`src/rtl/mc_ctrl_pkg.sv`:
```
// Shared types and encodings for the multi-cycle RV32I controller (mc_controller).
package mc_ctrl_pkg;

  typedef enum logic [3:0] {
    S_HALT,
    S_FETCH,
    S_DECODE,
    S_MEMADR,
    S_MEMREAD,
    S_MEMWB,
    S_MEMWRITE,
    S_EXECR,
    S_EXECI,
    S_ALUWB,
    S_BEQ,
    S_JAL,
    S_TRAP
  } state_t;

  // Opcodes (Instr[6:0]) the sequencer understands.
  localparam logic [6:0] OP_LOAD   = 7'b0000011;
  localparam logic [6:0] OP_STORE  = 7'b0100011;
  localparam logic [6:0] OP_RTYPE  = 7'b0110011;
  localparam logic [6:0] OP_ITYPE  = 7'b0010011;
  localparam logic [6:0] OP_BRANCH = 7'b1100011;
  localparam logic [6:0] OP_JAL    = 7'b1101111;

  // ALUControl encodings.
  localparam logic [3:0] ALU_ADD = 4'b0000;
  localparam logic [3:0] ALU_SUB = 4'b0001;
  localparam logic [3:0] ALU_AND = 4'b0010;
  localparam logic [3:0] ALU_OR  = 4'b0011;
  localparam logic [3:0] ALU_XOR = 4'b0100;
  localparam logic [3:0] ALU_SLT = 4'b0101;
  localparam logic [3:0] ALU_SLL = 4'b0110;
  localparam logic [3:0] ALU_SRL = 4'b0111;
  localparam logic [3:0] ALU_SRA = 4'b1000;

  // Coarse ALU operation class handed from the FSM to the ALU decoder.
  localparam logic [1:0] ALUOP_ADD   = 2'b00;
  localparam logic [1:0] ALUOP_SUB   = 2'b01;
  localparam logic [1:0] ALUOP_FUNCT = 2'b10;

  // Datapath mux encodings.
  localparam logic [1:0] SRCA_PC    = 2'b00;
  localparam logic [1:0] SRCA_OLDPC = 2'b01;
  localparam logic [1:0] SRCA_RS1   = 2'b10;

  localparam logic [1:0] SRCB_RS2  = 2'b00;
  localparam logic [1:0] SRCB_IMM  = 2'b01;
  localparam logic [1:0] SRCB_FOUR = 2'b10;

  localparam logic [1:0] RES_ALUOUT    = 2'b00;
  localparam logic [1:0] RES_DATA      = 2'b01;
  localparam logic [1:0] RES_ALURESULT = 2'b10;

  // ImmSrc: J-format (2'b11) exists in the datapath but the sequencer never selects it.
  localparam logic [1:0] IMM_I = 2'b00;
  localparam logic [1:0] IMM_S = 2'b01;
  localparam logic [1:0] IMM_B = 2'b10;

  // States that hold a memory access open until mem_ready.
  function automatic logic is_wait_state(state_t s);
    return (s == S_FETCH) || (s == S_MEMREAD) || (s == S_MEMWRITE);
  endfunction

endpackage

```
`src/rtl/mc_controller_if.sv`:
```
// Control bus between mc_controller (master) and the multi-cycle datapath (slave).
//
// Memory handshake: while the controller sits in FETCH, MEMREAD or MEMWRITE the
// access request is valid and is held unchanged (MemWrite stays high for stores);
// mem_ready is the memory's ready. The transfer happens in the cycle where the
// request is valid and mem_ready=1, and the controller moves on at that edge.
interface mc_controller_if;
  import mc_ctrl_pkg::*;

  logic       start;
  logic [6:0] op;
  logic [2:0] funct3;
  logic       funct7b5;
  logic       Zero;
  logic       mem_ready;

  logic       PCWrite;
  logic       AdrSrc;
  logic       MemWrite;
  logic       IRWrite;
  logic       RegWrite;
  logic [1:0] ResultSrc;
  logic [1:0] ALUSrcA;
  logic [1:0] ALUSrcB;
  logic [1:0] ImmSrc;
  logic [3:0] ALUControl;
  logic       illegal_instr;
  logic       mem_err;
  state_t     state;

  modport master (
    input  start, op, funct3, funct7b5, Zero, mem_ready,
    output PCWrite, AdrSrc, MemWrite, IRWrite, RegWrite, ResultSrc,
           ALUSrcA, ALUSrcB, ImmSrc, ALUControl, illegal_instr, mem_err, state
  );

  modport slave (
    output start, op, funct3, funct7b5, Zero, mem_ready,
    input  PCWrite, AdrSrc, MemWrite, IRWrite, RegWrite, ResultSrc,
           ALUSrcA, ALUSrcB, ImmSrc, ALUControl, illegal_instr, mem_err, state
  );
endinterface

```
`src/rtl/mc_controller_alu_decoder.sv`:
```
// ALU decoder: maps the FSM's ALU op class plus funct fields to ALUControl.
// funct3=011 (SLTU slot) is not supported and is flagged illegal.
module alu_decoder
  import mc_ctrl_pkg::*;
(
  input  logic [2:0] funct3,
  input  logic       funct7b5,
  input  logic       op5,
  input  logic [1:0] alu_op,
  output logic [3:0] alu_control,
  output logic       illegal
);

  // Funct decode; SUB only for R-type (op5=1) so addi with imm[10]=1 stays ADD.
  always_comb begin
    alu_control = ALU_ADD;
    illegal     = 1'b0;
    case (alu_op)
      ALUOP_ADD: alu_control = ALU_ADD;
      ALUOP_SUB: alu_control = ALU_SUB;
      ALUOP_FUNCT: begin
        case (funct3)
          3'b000: alu_control = (op5 && funct7b5) ? ALU_SUB : ALU_ADD;
          3'b001: alu_control = ALU_SLL;
          3'b010: alu_control = ALU_SLT;
          3'b011: illegal     = 1'b1;
          3'b100: alu_control = ALU_XOR;
          3'b101: alu_control = funct7b5 ? ALU_SRA : ALU_SRL;
          3'b110: alu_control = ALU_OR;
          3'b111: alu_control = ALU_AND;
          default: alu_control = ALU_ADD;
        endcase
      end
      default: alu_control = ALU_ADD;
    endcase
  end

endmodule

```
`src/rtl/mc_controller.sv`:
```
// Multi-cycle RV32I sequencer driving a shared-ALU datapath with one memory port.
// Optional performance counters (cycle_cnt, instret_cnt) are built when
// MC_CTRL_PERF_EN is defined.
module mc_controller
  import mc_ctrl_pkg::*;
#(
  parameter int RESET_STATE_FETCH = 1,
  parameter int MEM_TIMEOUT       = 0
) (
  input  logic                clk,
  input  logic                reset,
  mc_controller_if.master     bus
`ifdef MC_CTRL_PERF_EN
  ,
  output logic [31:0]         cycle_cnt,
  output logic [31:0]         instret_cnt
`endif
);

  localparam state_t      RESET_STATE  = (RESET_STATE_FETCH != 0) ? S_FETCH : S_HALT;
  localparam logic [31:0] TIMEOUT_LAST = 32'(MEM_TIMEOUT - 1);
  localparam logic        TIMEOUT_ON   = (MEM_TIMEOUT > 0);

  state_t      state;
  logic [31:0] wait_cnt;
  logic        illegal_q;
  logic        mem_err_q;
  logic        timeout_hit;

  logic [1:0]  alu_op;
  logic [3:0]  dec_ctrl;
  logic        dec_illegal;

  logic        pc_write, adr_src, mem_write, ir_write, reg_write;
  logic [1:0]  result_src, alu_src_a, alu_src_b, imm_src;
  logic [3:0]  alu_control;

  // ALU op class per state; DECODE asks for the funct decode only to screen funct3.
  always_comb begin
    alu_op = ALUOP_ADD;
    case (state)
      S_DECODE, S_EXECR, S_EXECI: alu_op = ALUOP_FUNCT;
      S_BEQ:                      alu_op = ALUOP_SUB;
      default:                    alu_op = ALUOP_ADD;
    endcase
  end

  alu_decoder u_alu_dec (
    .funct3      (bus.funct3),
    .funct7b5    (bus.funct7b5),
    .op5         (bus.op[5]),
    .alu_op      (alu_op),
    .alu_control (dec_ctrl),
    .illegal     (dec_illegal)
  );

  // Memory wait has run out on this cycle (last allowed cycle without mem_ready).
  always_comb begin
    timeout_hit = TIMEOUT_ON && is_wait_state(state) && !bus.mem_ready &&
                  (wait_cnt == TIMEOUT_LAST);
  end

  // Sequencer state, wait counter and sticky error flags.
  always_ff @(posedge clk or posedge reset) begin
    if (reset) begin
      state     <= RESET_STATE;
      wait_cnt  <= '0;
      illegal_q <= 1'b0;
      mem_err_q <= 1'b0;
    end else if (timeout_hit) begin
      state     <= S_TRAP;
      wait_cnt  <= '0;
      mem_err_q <= 1'b1;
    end else begin
      // Counter only advances while an access is stalled; any state change clears it.
      if (TIMEOUT_ON && is_wait_state(state) && !bus.mem_ready) begin
        wait_cnt <= wait_cnt + 32'd1;
      end else begin
        wait_cnt <= '0;
      end

      case (state)
        S_HALT:   if (bus.start) state <= S_FETCH;
        S_FETCH:  if (bus.mem_ready) state <= S_DECODE;
        S_DECODE: begin
          case (bus.op)
            OP_LOAD, OP_STORE: state <= S_MEMADR;
            OP_RTYPE: begin
              if (dec_illegal) begin
                state     <= S_TRAP;
                illegal_q <= 1'b1;
              end else begin
                state <= S_EXECR;
              end
            end
            OP_ITYPE: begin
              if (dec_illegal) begin
                state     <= S_TRAP;
                illegal_q <= 1'b1;
              end else begin
                state <= S_EXECI;
              end
            end
            OP_BRANCH: state <= S_BEQ;
            OP_JAL:    state <= S_JAL;
            default: begin
              state     <= S_TRAP;
              illegal_q <= 1'b1;
            end
          endcase
        end
        S_MEMADR:   state <= (bus.op == OP_STORE) ? S_MEMWRITE : S_MEMREAD;
        S_MEMREAD:  if (bus.mem_ready) state <= S_MEMWB;
        S_MEMWB:    state <= S_FETCH;
        S_MEMWRITE: if (bus.mem_ready) state <= S_FETCH;
        S_EXECR:    state <= S_ALUWB;
        S_EXECI:    state <= S_ALUWB;
        S_ALUWB:    state <= S_FETCH;
        S_BEQ:      state <= S_FETCH;
        S_JAL:      state <= S_ALUWB;
        S_TRAP:     state <= S_TRAP;
        default:    state <= S_TRAP;
      endcase
    end
  end

  // Per-state datapath controls; forced to their idle values while reset is held
  // so an in-flight store strobe drops without waiting for a clock.
  always_comb begin
    pc_write    = 1'b0;
    adr_src     = 1'b0;
    mem_write   = 1'b0;
    ir_write    = 1'b0;
    reg_write   = 1'b0;
    result_src  = RES_ALUOUT;
    alu_src_a   = SRCA_PC;
    alu_src_b   = SRCB_RS2;
    imm_src     = IMM_I;
    alu_control = ALU_ADD;
    if (!reset) begin
      case (state)
        S_FETCH: begin
          alu_src_b  = SRCB_FOUR;
          result_src = RES_ALURESULT;
          ir_write   = bus.mem_ready;
          pc_write   = bus.mem_ready;
        end
        S_DECODE: begin
          alu_src_a = SRCA_OLDPC;
          alu_src_b = SRCB_IMM;
          imm_src   = IMM_B;
        end
        S_MEMADR: begin
          alu_src_a = SRCA_RS1;
          alu_src_b = SRCB_IMM;
          imm_src   = (bus.op == OP_STORE) ? IMM_S : IMM_I;
        end
        S_MEMREAD: adr_src = 1'b1;
        S_MEMWB: begin
          result_src = RES_DATA;
          reg_write  = 1'b1;
        end
        S_MEMWRITE: begin
          adr_src   = 1'b1;
          mem_write = 1'b1;
        end
        S_EXECR: begin
          alu_src_a   = SRCA_RS1;
          alu_control = dec_ctrl;
        end
        S_EXECI: begin
          alu_src_a   = SRCA_RS1;
          alu_src_b   = SRCB_IMM;
          alu_control = dec_ctrl;
        end
        S_ALUWB: reg_write = 1'b1;
        S_BEQ: begin
          alu_src_a   = SRCA_RS1;
          alu_control = dec_ctrl;
          pc_write    = bus.Zero && (bus.funct3 == 3'b000);
        end
        S_JAL: begin
          alu_src_a = SRCA_OLDPC;
          alu_src_b = SRCB_FOUR;
          pc_write  = 1'b1;
        end
        default: ;
      endcase
    end
  end

  assign bus.PCWrite       = pc_write;
  assign bus.AdrSrc        = adr_src;
  assign bus.MemWrite      = mem_write;
  assign bus.IRWrite       = ir_write;
  assign bus.RegWrite      = reg_write;
  assign bus.ResultSrc     = result_src;
  assign bus.ALUSrcA       = alu_src_a;
  assign bus.ALUSrcB       = alu_src_b;
  assign bus.ImmSrc        = imm_src;
  assign bus.ALUControl    = alu_control;
  assign bus.illegal_instr = illegal_q;
  assign bus.mem_err       = mem_err_q;
  assign bus.state         = state;

`ifdef MC_CTRL_PERF_EN
  logic retire;

  // An instruction retires when a completing state hands control back to FETCH.
  always_comb begin
    retire = (state == S_MEMWB) || (state == S_ALUWB) || (state == S_BEQ) ||
             ((state == S_MEMWRITE) && bus.mem_ready);
  end

  // Free-running activity counters, wrapping at 2^32.
  always_ff @(posedge clk or posedge reset) begin
    if (reset) begin
      cycle_cnt   <= '0;
      instret_cnt <= '0;
    end else begin
      if (state != S_HALT && state != S_TRAP) cycle_cnt <= cycle_cnt + 32'd1;
      if (retire) instret_cnt <= instret_cnt + 32'd1;
    end
  end
`endif

endmodule

```
`src/flat_wrapper.sv`:
```
// flat-port wrapper written by rule: the top's interface ports become plain ports
module mc_controller_flat import mc_ctrl_pkg::*;
#(
  parameter int RESET_STATE_FETCH = 1,
  parameter int MEM_TIMEOUT       = 0
)
  (clk, reset, bus_start, bus_op, bus_funct3, bus_funct7b5, bus_Zero, bus_mem_ready, bus_PCWrite, bus_AdrSrc, bus_MemWrite, bus_IRWrite, bus_RegWrite, bus_ResultSrc, bus_ALUSrcA, bus_ALUSrcB, bus_ImmSrc, bus_ALUControl, bus_illegal_instr, bus_mem_err, bus_state);
  mc_controller_if bus_i ();
  input  logic clk;
  input  logic reset;
  input wire logic [$bits(bus_i.start)-1:0] bus_start;
  input wire logic [$bits(bus_i.op)-1:0] bus_op;
  input wire logic [$bits(bus_i.funct3)-1:0] bus_funct3;
  input wire logic [$bits(bus_i.funct7b5)-1:0] bus_funct7b5;
  input wire logic [$bits(bus_i.Zero)-1:0] bus_Zero;
  input wire logic [$bits(bus_i.mem_ready)-1:0] bus_mem_ready;
  output wire logic [$bits(bus_i.PCWrite)-1:0] bus_PCWrite;
  output wire logic [$bits(bus_i.AdrSrc)-1:0] bus_AdrSrc;
  output wire logic [$bits(bus_i.MemWrite)-1:0] bus_MemWrite;
  output wire logic [$bits(bus_i.IRWrite)-1:0] bus_IRWrite;
  output wire logic [$bits(bus_i.RegWrite)-1:0] bus_RegWrite;
  output wire logic [$bits(bus_i.ResultSrc)-1:0] bus_ResultSrc;
  output wire logic [$bits(bus_i.ALUSrcA)-1:0] bus_ALUSrcA;
  output wire logic [$bits(bus_i.ALUSrcB)-1:0] bus_ALUSrcB;
  output wire logic [$bits(bus_i.ImmSrc)-1:0] bus_ImmSrc;
  output wire logic [$bits(bus_i.ALUControl)-1:0] bus_ALUControl;
  output wire logic [$bits(bus_i.illegal_instr)-1:0] bus_illegal_instr;
  output wire logic [$bits(bus_i.mem_err)-1:0] bus_mem_err;
  output wire logic [$bits(bus_i.state)-1:0] bus_state;
  assign bus_i.start = bus_start;
  assign bus_i.op = bus_op;
  assign bus_i.funct3 = bus_funct3;
  assign bus_i.funct7b5 = bus_funct7b5;
  assign bus_i.Zero = bus_Zero;
  assign bus_i.mem_ready = bus_mem_ready;
  assign bus_PCWrite = bus_i.PCWrite;
  assign bus_AdrSrc = bus_i.AdrSrc;
  assign bus_MemWrite = bus_i.MemWrite;
  assign bus_IRWrite = bus_i.IRWrite;
  assign bus_RegWrite = bus_i.RegWrite;
  assign bus_ResultSrc = bus_i.ResultSrc;
  assign bus_ALUSrcA = bus_i.ALUSrcA;
  assign bus_ALUSrcB = bus_i.ALUSrcB;
  assign bus_ImmSrc = bus_i.ImmSrc;
  assign bus_ALUControl = bus_i.ALUControl;
  assign bus_illegal_instr = bus_i.illegal_instr;
  assign bus_mem_err = bus_i.mem_err;
  assign bus_state = bus_i.state;
  mc_controller #(.RESET_STATE_FETCH(RESET_STATE_FETCH), .MEM_TIMEOUT(MEM_TIMEOUT)) u_core (.clk(clk), .reset(reset), .bus(bus_i));
endmodule
```
`config.mk`:
```
export PLATFORM = sky130hd
export DESIGN_NAME = mc_controller_flat
export DESIGN_NICKNAME = d
export VERILOG_FILES = /design/src/rtl/mc_ctrl_pkg.sv /design/src/rtl/mc_controller_if.sv /design/src/rtl/mc_controller_alu_decoder.sv /design/src/rtl/mc_controller.sv /design/src/flat_wrapper.sv
export SDC_FILE = /design/constraint.sdc
export NUM_CORES = 1
export LEC_CHECK = 0
export ABC_AREA = 1
export CORE_MARGIN = 5
export CORE_UTILIZATION = 35
export DETAILED_ROUTE_END_ITERATION = 12
export MAX_ROUTING_LAYER = met4
export PLACE_DENSITY = 0.72
export SLEW_MARGIN = 25
export SYNTH_ARGS = -nofsm -noshare
export SYNTH_HDL_FRONTEND = slang
export SYNTH_SLANG_ARGS = --single-unit
```
`constraint.sdc`:
```
create_clock -name clk -period 5.8 [get_ports clk]
set_input_delay 1.16 -clock clk [delete_from_list [all_inputs] [get_ports clk]]
set_output_delay 1.16 -clock clk [all_outputs]
set_load 0.005 [all_outputs]
```
==> flow_summary_export.csv, run 1 <==
group,metric,value,unit
cells_and_area,seq_area,126,um^2
clock_network,cts_hold_buf,0,
critical_path,r2r_slack,3.62,ns
yosys,synthCells,144,
critical_path,r2r_cells,15,
global_routing,grt_pass1_wl,4120,um
critical_path,crit_arrival,2.97,ns
yosys,synthTopCellsByCount,"nand2_1 (40), inv_1 (25), nor2_1 (20)",
yosys,ys_warn_count,0,
routing,first_iter_violations,26,
timing,rsz0062_at_grt,"false",
yosys,synth-seq-cells,5,
critical_path,critPathMaxFanout,4,
global_routing,grt_pass1_vias,991,
yosys,synth_nets,162,
cells_and_area,area_growth,54.4,%
cells_and_area,fin_cells,211,
power_and_ir_drop,p_leak,0.559,nW
critical_path,worst_r2r_endpoint,"u_core.bus.state[1]$_DFFE_PP0P_",
routing,post_drt_wl_per_cell,11.5,um
hold_path,hold-path-cell-count,1,
clock_network,clkLatencyLatePin,0.24,ns
floorplanning,ios,39,
yosys,synth_cell_types,25,
run_status,status,"finished, final reports clean",
routing,viasPerCell,4.96,
yosys,synth_top_area_share,19.4,%
placed_design,place_inst,207,
clock_network,clk_path_buf_depth,2,
critical_path,crit_type,"in -> out",
yosys,synth_edf_count,0,
global_routing,grtUsageTotal,16.1,%
floorplanning,row_count,17,
clock_network,path_clk_slew,0.04,ns
power_and_ir_drop,power.total,0.0000982,W
yosys,synthFlopType,"dfrtp_1",
routing,post-route-drc-count,0,
cells_and_area,nets,202,
yosys,yosys-top-cells-area,"nand2_1 (19%), dfrtp_1 (13%), inv_1 (12%)",
hold_path,holdPathEnd,"u_core.bus.illegal_instr$_DFFE_PP0P_",
hold_path,hold_path.class,"reg -> reg",
cells_and_area,drive_above_1_share,6.56,%
timing,fin_tns_setup,0,ns
cells_and_area,fill_cells,239,
hold_path,worstHoldStart,"u_core.bus.illegal_instr$_DFFE_PP0P_",
floorplanning,start_util,35.6,%
placed_design,hpwl,2060,um
cells_and_area,fin_util,55.0,%
cells_and_area,fin_area,0.00119,mm^2
yosys,yosysSeqAreaShare,16.3,%
critical_path,start_kind,"input port",
floorplanning,coreArea,0.00217,mm^2
clock_network,htree_levels,1,
clock_network,cts_resized,0,
placed_design,placed_area,0.00117,mm^2
clock_network,cts_sinks,5,
timing,min_period,4.13,ns
floorplanning,die_x,57,um
critical_path,crit_required,4.64,ns
clock_network,cts_tree,"yes",
cells_and_area,multi_input_area,538,um^2
clock_network,post-cts-setup-buffers,0,
global_routing,grt-ovfl-total,0,
power_and_ir_drop,powerDensity,82.3,mW/mm^2
yosys,syn_avg_cell_area,5.37,um^2
clock_network,clock-root-buffer,"clkbuf_4",
floorplanning,die_h,57,um
yosys,synth.most_common_cell,"nand2_1",
routing,wirelength,2430,um
critical_path,end_kind,"output port",
yosys,synthesis.area,773,um^2
timing,clock.fmax,242,MHz
routing,vias,1046,
critical_path,timing.rr.start,"u_core.bus.state[0]$_DFFE_PP1P_",
timing,fin_skew,0.00235,ns
cells_and_area,diodes,0,
global_routing,grt_antenna_before_repair,0,
timing,fin_crit_sh,71.2,%
job,maxCapViolCount,0,
clock_network,numCtsBuffers,3,
timing,setup_viol,0,
timing,slew_violations,0,
yosys,yosysTopAreaCell,"nand2_1",
power_and_ir_drop,ir_worst_vdd,89.0,uV
routing,postRouteAntennaNets,0,
global_routing,grt_max_degree,13,
placed_design,routabilityCongestion,0.827,
timing,finalHoldViolations,0,
yosys,async_reset_ff_share,100,%
floorplanning,dieArea,0.00325,mm^2
routing,first_pass_iters,4,
placed_design,portBuffers,37,
flip-flops by register name (all words and copies together), names as in the netlist:
name and flops:
u_core.bus.state 4, u_core.bus.illegal_instr 1
report_power, final:
group          total [W]  internal (W)  switching, W
clock          0.0000395     0.0000260     0.0000135
combinational  0.0000237     0.0000120     0.0000117
sequential     0.0000351     0.0000351             0
routing by layer:
| layer | global-route usage, % | part of all wire (%) | up-vias |
|---|---|---|---|
| met5 | - | 0 | - |
| met4 | 5.96 | 1.4 | 0 |
| met3 | 2.26 | 5.4 | 5 |
| met2 | 28.2 | 51 | 35 |
| met1 | 18.5 | 42 | 470 |
| li1 | - | - | 536 |
critical path, cell delays in order:
cell             delay (ns)
clkdlybuf4s50_1        0.46
inv_1                  0.13
nand3_1                0.11
or2_2                  0.30
o211ai_1               0.09
nand2_1                0.08
nor2_1                 0.12
clkdlybuf4s50_1        0.51
cells by family (layout without fill, tap and decap cells):
logic type	count (synthesis)	after routing	synth area share (%)
other cells	1	1	0.485
compound gates	20	20	15.7
simple gates	88	88	50.2
flops	5	5	16.3
fa+ha+maj	2	2	3.24
buf+inv	28	67	14.1
placed cells by master, fill, tap and decap left out, drive strengths merged, types with 4 or more instances in the layout:
cell | netlist | final
clkbuf | 1 | 4
nor3 | 5 | 5
nand3 | 14 | 14
nand2 | 40 | 40
o21ai | 6 | 6
dfrtp | 4 | 4
clkdlybuf4s50 | 0 | 37
a21oi | 7 | 7
o211ai | 4 | 4
inv | 26 | 26
nor2 | 24 | 24
stage by stage:
stage,setup WS (ns),hold WS (ns)
global route,1.53,0.506
global placement,1.72,0.475
finish,1.67,0.475
detailed placement,1.67,0.467
CTS,1.66,0.481
floorplan,2.78,0.468
how the worst max path moves through the flow:
stage,end,cells after the start,startpoint
6_report,bus_ALUControl[1],8,bus_funct3[1]
3_3_place_gp,bus_ALUControl[0],8,bus_funct3[1]
4_1_cts,bus_ALUControl[1],8,bus_funct3[1]
2_1_floorplan,bus_ALUControl[0],6,bus_funct3[1]
3_5_place_dp,bus_ALUControl[1],8,bus_funct3[1]
5_1_grt,bus_ALUControl[0],8,bus_funct3[1]
layout make-up:
| type | count | area share (%) |
|---|---|---|
| Multi-Input combinational cell | 111 | 45.1 |
| Clock buffer | 4 | 2.20 |
| Timing Repair Buffer | 37 | 31.0 |
| Sequential cell | 5 | 10.6 |
| Inverter | 26 | 8.18 |
| Tap cell | 28 | 2.94 |
Power figures use the tool's default switching activity.
==> run 2, diff against run 1 <==
--- a/config.mk
+++ b/config.mk
@@ -10,7 +10,7 @@
 export CORE_UTILIZATION = 35
 export DETAILED_ROUTE_END_ITERATION = 12
 export MAX_ROUTING_LAYER = met4
-export PLACE_DENSITY = 0.72
+export PLACE_DENSITY = 0.74
 export SLEW_MARGIN = 25
 export SYNTH_ARGS = -nofsm -noshare
 export SYNTH_HDL_FRONTEND = slang
==> constraint.sdc (replaced) <==
create_clock -name clk -period 3.6 [get_ports clk]
set_input_delay 0.72 -clock clk [delete_from_list [all_inputs] [get_ports clk]]
set_output_delay 0.72 -clock clk [all_outputs]
set_load 0.005 [all_outputs]
==> run 2 against run 1 <==
Net effect:
- clock power up 58%
- design area up 0.63%
- via count down 2.3%
- combinational power up 63%
- first-iteration DRC count up 35%
- non-clock buffer count up 1
- sequential power up 61%
==> flow_summary_export.csv, run 2 (synthesis results as in run 1) <==
group,metric,value,unit
cells_and_area,multi_input_area,538,um^2
cells_and_area,fin_cells,212,
cells_and_area,nets,203,
floorplanning,die_h,57,um
routing,viasPerCell,4.82,
placed_design,pre_cts_slack,0.396,ns
placed_design,place_inst,208,
timing,fin_skew,0.00238,ns
clock_network,cts_hold_buf,0,
cells_and_area,largest_reg_flops,4,
routing,vias,1022,
timing,min_period,3.33,ns
cells_and_area,fill_cells,230,
clock_network,clk_path_buf_depth,2,
critical_path,cp_top_family,"buffers and inverters",
timing,rsz0062_at_grt,"false",
routing,postRouteAntennaNets,0,
floorplanning,die_x,57,um
global_routing,grtUsageTotal,13.8,%
clock_network,cts_sinks,5,
cells_and_area,final_cell_mix,"nand2_1 (40), clkdlybuf4s50_1 (37), inv_1 (25), nor2_1 (20), nand3_1 (13)",
power_and_ir_drop,p_leak,0.564,nW
routing,wirelength,2280,um
placed_design,routabilityCongestion,0.845,
timing,fin_ws,0.268,ns
timing,fin_crit_sh,92.5,%
power_and_ir_drop,powerDensity,131,mW/mm^2
placed_design,portBuffers,37,
power_and_ir_drop,ir_worst_vdd,148,uV
cells_and_area,largest-register,"u_core.bus.state",
critical_path,path_cells,"inv_2 > nand2_1 > nor2_1 > inv_1 > o21ai_0 > nor2_2 > inv_1 > ha_1 > inv_1 > nand3_1 > nor3_1 > clkdlybuf4s50_1",
critical_path,crit_type,"reg -> out",
routing,post_drt_wl_per_cell,10.7,um
global_routing,grt_antenna_before_repair,0,
routing,post-route-drc-count,0,
cells_and_area,final_common_cell,"nand2_1",
floorplanning,dieArea,0.00325,mm^2
clock_network,clock-root-buffer,"clkbuf_4",
critical_path,crit_required,2.88,ns
routing,first_iter_violations,35,
critical_path,crit_path_max_incr_delay,0.59,ns
critical_path,crit_arrival,2.61,ns
global_routing,grt-ovfl-total,0,
cells_and_area,fin_util,55.4,%
critical_path,crit_top_cell,"inv_1",
critical_path,critPathMaxFanout,5,
routing,first_pass_iters,4,
critical_path,cp_slowest_cell,"dfstp_2",
cells_and_area,area_growth,55.3,%
critical_path,cp.buffers_inverters,5,
clock_network,cts_resized,0,
placed_design,hpwl,1910,um
critical_path,end_kind,"output port",
clock_network,htree_levels,1,
clock_network,path_clk_slew,0.04,ns
critical_path,start_kind,"flip-flop",
run_status,status,"finished, final reports clean",
floorplanning,coreArea,0.00217,mm^2
timing,fin_tns_setup,0,ns
clock_network,clkLatencyLatePin,0.24,ns
floorplanning,row_count,17,
job,maxCapViolCount,0,
hold_path,hold_path.class,"reg -> reg",
timing,finalHoldViolations,0,
timing,whs,0.472,ns
floorplanning,ios,39,
cells_and_area,drive_above_1_share,7.07,%
global_routing,grt_pass1_vias,913,
cells_and_area,seq_area,126,um^2
timing,slew_violations,0,
cells_and_area,diodes,0,
timing,setup_viol,0,
clock_network,post-cts-setup-buffers,0,
clock_network,cts_tree,"yes",
floorplanning,start_util,35.6,%
clock_network,numCtsBuffers,3,
global_routing,grt_pass1_wl,3670,um
global_routing,grt_max_degree,12,
timing,clock.fmax,300,MHz
==> run 2: area by class of cell <==
class                   instances  share of cell area [%]
well taps                      28                    2.92
flip-flops and latches          5                    10.5
repair buffers                 38                    31.5
inverters                      26                    8.13
clock buffers                   4                    2.19
multi-input cells             111                    44.8
==> run 2: power by group <==
group / switching [W] / internal [W] / leakage [nW] / total (W)
Sequential: 0 / 0.0000565 / 0.0558 / 0.0000565
Clock: 0.0000208 / 0.0000418 / 0.0150 / 0.0000625
Combinational: 0.0000187 / 0.0000200 / 0.493 / 0.0000387
==> run 2: path summary, 6_finish.rpt <==
kind                            slack (ns)                              endpoint                                 start  depth (start not counted)
max in group asynchronous             2.54       u_core.bus.state[0]$_DFFE_PP1P_                                 reset                          2
min in group asynchronous             0.77       u_core.bus.state[1]$_DFFE_PP0P_                                 reset                          2
worst min-delay path                  0.47  u_core.bus.illegal_instr$_DFFE_PP0P_  u_core.bus.illegal_instr$_DFFE_PP0P_                          1
worst max-delay path                  0.27                     bus_ALUControl[3]       u_core.bus.state[0]$_DFFE_PP1P_                         12
worst min register to register        0.47  u_core.bus.illegal_instr$_DFFE_PP0P_  u_core.bus.illegal_instr$_DFFE_PP0P_                          1
worst max register to register        1.41       u_core.bus.state[1]$_DFFE_PP0P_       u_core.bus.state[0]$_DFFE_PP1P_                         15
==> run 2: per-layer routing <==
metal | GRT usage [%] | part of all wire (%) | vias to the layer above
li1 | - | - | 536
met1 | 16.4 | 45 | 453
met2 | 25.1 | 50 | 33
met5 | - | 0 | -
met4 | 4.30 | 0 | 0
met3 | 0.452 | 4.6 | 0
==> run 2: per-stage QoR <==
| step | area (um^2) | total power, W |
|---|---|---|
| 6_report | 1200 | 0.000158 |
| 5_1_grt | 1200 | 0.000169 |
| 4_1_cts | 1200 | 0.000161 |
| 3_5_place_dp | 1170 | 0.0000956 |
| 3_3_place_gp | 1170 | 0.0000949 |
| 2_1_floorplan | 773 | 0.0000729 |
==> run 3, diff against run 2 <==
--- a/config.mk
+++ b/config.mk
@@ -6,11 +6,13 @@
 export NUM_CORES = 1
 export LEC_CHECK = 0
 export ABC_AREA = 1
+export CORE_ASPECT_RATIO = 1.4
 export CORE_MARGIN = 5
 export CORE_UTILIZATION = 35
 export DETAILED_ROUTE_END_ITERATION = 12
 export MAX_ROUTING_LAYER = met4
 export PLACE_DENSITY = 0.74
+export SETUP_SLACK_MARGIN = 0.1
 export SLEW_MARGIN = 25
 export SYNTH_ARGS = -nofsm -noshare
 export SYNTH_HDL_FRONTEND = slang
==> run 3 against run 2 <==
Net effect:
- first-iteration DRC count decreased by 11%
- combinational power increased by 1%
- sequential share of layout area unchanged
- non-clock buffer count increased by 1
- via count increased by 3.4%
- core utilization increased by 0.45 points
- global-route usage increased by 1.1 points
- critical path depth unchanged
- register-to-register slack got worse by 0.04 ns
- fmax increased by 1.8%
- worst hold slack improved by 0.0037 ns
- worst setup slack improved by 0.058 ns
==> flow_summary_export.csv, run 3 (synthesis results as in run 1) <==
group,metric,value,unit
global_routing,grt-ovfl-total,0,
placed_design,routabilityCongestion,0.919,
cells_and_area,largest-register,"u_core.bus.state",
cells_and_area,drive_above_1_share,7.57,%
timing,rsz0062_at_grt,"false",
timing,fin_tns_setup,0,ns
critical_path,critPathMaxFanout,4,
cells_and_area,fin_area,0.00120,mm^2
routing,post_drt_wl_per_cell,11.9,um
placed_design,hpwl,2050,um
hold_path,hold-path-cell-count,1,
routing,post-route-drc-count,0,
routing,first_iter_violations,31,
cells_and_area,largest_reg_flops,4,
hold_path,holdPathEnd,"u_core.bus.illegal_instr$_DFFE_PP0P_",
cells_and_area,seq_area,126,um^2
timing,clock.fmax,305,MHz
timing,slew_violations,0,
power_and_ir_drop,powerDensity,131,mW/mm^2
clock_network,numCtsBuffers,3,
global_routing,grt_pass1_wl,3970,um
routing,first_pass_iters,4,
routing,postRouteAntennaNets,0,
placed_design,portBuffers,37,
critical_path,r2r_cells,13,
cells_and_area,fill_cells,223,
global_routing,grt_max_degree,12,
hold_path,hold_path.class,"reg -> reg",
timing,fin_crit_sh,90.9,%
global_routing,busiest_layer,"met2",
clock_network,cts_sinks,5,
routing,vias,1057,
clock_network,clkLatencyLatePin,0.23,ns
clock_network,clk_path_buf_depth,2,
floorplanning,ios,39,
clock_network,cts_resized,0,
clock_network,path_clk_slew,0.04,ns
critical_path,crit_required,2.88,ns
clock_network,cts_tree,"yes",
clock_network,htree_levels,1,
timing,fin_skew,0.000130,ns
job,maxCapViolCount,0,
critical_path,start_kind,"flip-flop",
timing,setup_viol,0,
hold_path,worstHoldStart,"u_core.bus.illegal_instr$_DFFE_PP0P_",
placed_design,placed_area,0.00117,mm^2
global_routing,use_met3,1.59,%
critical_path,r2r_slack,1.37,ns
cells_and_area,multi_input_area,538,um^2
placed_design,pre_cts_slack,0.405,ns
global_routing,grt.met2_usage,28.7,%
global_routing,grtUsageTotal,14.9,%
power_and_ir_drop,ir_worst_vdd,140,uV
critical_path,timing.rr.start,"u_core.bus.state[0]$_DFFE_PP1P_",
critical_path,crit_type,"reg -> out",
cells_and_area,final_cell_mix,"nand2_1 (40), clkdlybuf4s50_1 (37), inv_1 (25), nor2_1 (20), nand3_1 (13)",
critical_path,worst_r2r_endpoint,"u_core.bus.state[1]$_DFFE_PP0P_",
routing,wirelength,2460,um
timing,min_period,3.27,ns
global_routing,grt_pass1_vias,1007,
cells_and_area,area_growth,55.3,%
cells_and_area,nets,204,
timing,finalHoldViolations,0,
critical_path,crit_arrival,2.55,ns
floorplanning,die_h,65.6,um
routing,viasPerCell,5.11,
global_routing,use_met1,15.3,%
floorplanning,dieArea,0.00326,mm^2
clock_network,clock-root-buffer,"clkbuf_4",
critical_path,end_kind,"output port",
floorplanning,coreArea,0.00215,mm^2
floorplanning,row_count,20,
floorplanning,start_util,35.9,%
timing,fin_ws,0.326,ns
cells_and_area,final_common_cell,"nand2_1",
run_status,status,"finished, final reports clean",
power_and_ir_drop,p_leak,0.569,nW
floorplanning,die_x,49.7,um
global_routing,grt_antenna_before_repair,0,
cells_and_area,diodes,0,
==> run 3: through the flow <==
stage	cells	power (W)	utilization (%)	hold slack (ns)
after global placement	202	0.0000949	54.2	0.470
after global routing	207	0.000172	55.8	0.527
after detailed placement	202	0.0000960	54.2	0.470
after CTS	206	0.000160	55.5	0.484
final	207	0.000157	55.8	0.476
after floorplan	144	0.0000729	-	0.468
==> run 3: power by group <==
group | internal (W) | leakage, nW | total (W) | switching (W)
logic | 0.0000200 | 0.498 | 0.0000391 | 0.0000191
registers | 0.0000565 | 0.0558 | 0.0000565 | 0
clock network | 0.0000417 | 0.0150 | 0.0000614 | 0.0000197
==> run 3: final cells by class <==
type	count	area share [%]
Clock buffer	4	2.19
Sequential cell	5	10.5
Timing Repair Buffer	39	32.1
Multi-Input combinational cell	111	44.8
Tap cell	22	2.29
Inverter	26	8.13
==> run 3: metal layers <==
metal	up-vias	wire [um]
li1	542	-
met5	-	0
met3	0	123
met4	0	0
met1	488	973
met2	27	1360
==> run 3: how the worst max path moves through the flow <==
stage                     slack (ns)           endpoint                            start
after floorplan                 1.17  bus_ALUControl[3]  u_core.bus.state[0]$_DFFE_PP1P_
after global placement          0.46  bus_ALUControl[1]                    bus_funct3[1]
after detailed placement        0.40  bus_ALUControl[0]                    bus_funct3[1]
after CTS                       0.27  bus_ALUControl[3]  u_core.bus.state[0]$_DFFE_PP1P_
after global routing            0.15  bus_ALUControl[3]  u_core.bus.state[0]$_DFFE_PP1P_
final                           0.33  bus_ALUControl[3]  u_core.bus.state[0]$_DFFE_PP1P_
==> run 3: timing repair <==
item	4_1_cts	5_1_grt
setup buffers	0	1
hold buffers	0	0
endpoints found under the setup margin	0	1
==> run 3: critical path: stages, from the launching register on <==
cell and delay, ns:
dfstp_2 0.55, inv_2 0.06, nand2_1 0.13, nor2_1 0.06, inv_1 0.09, o21ai_0 0.13, nor2_2 0.13, inv_1 0.05
ha_1 0.27, inv_1 0.07, nand3_1 0.07, nor3_1 0.18, clkdlybuf4s50_1 0.52
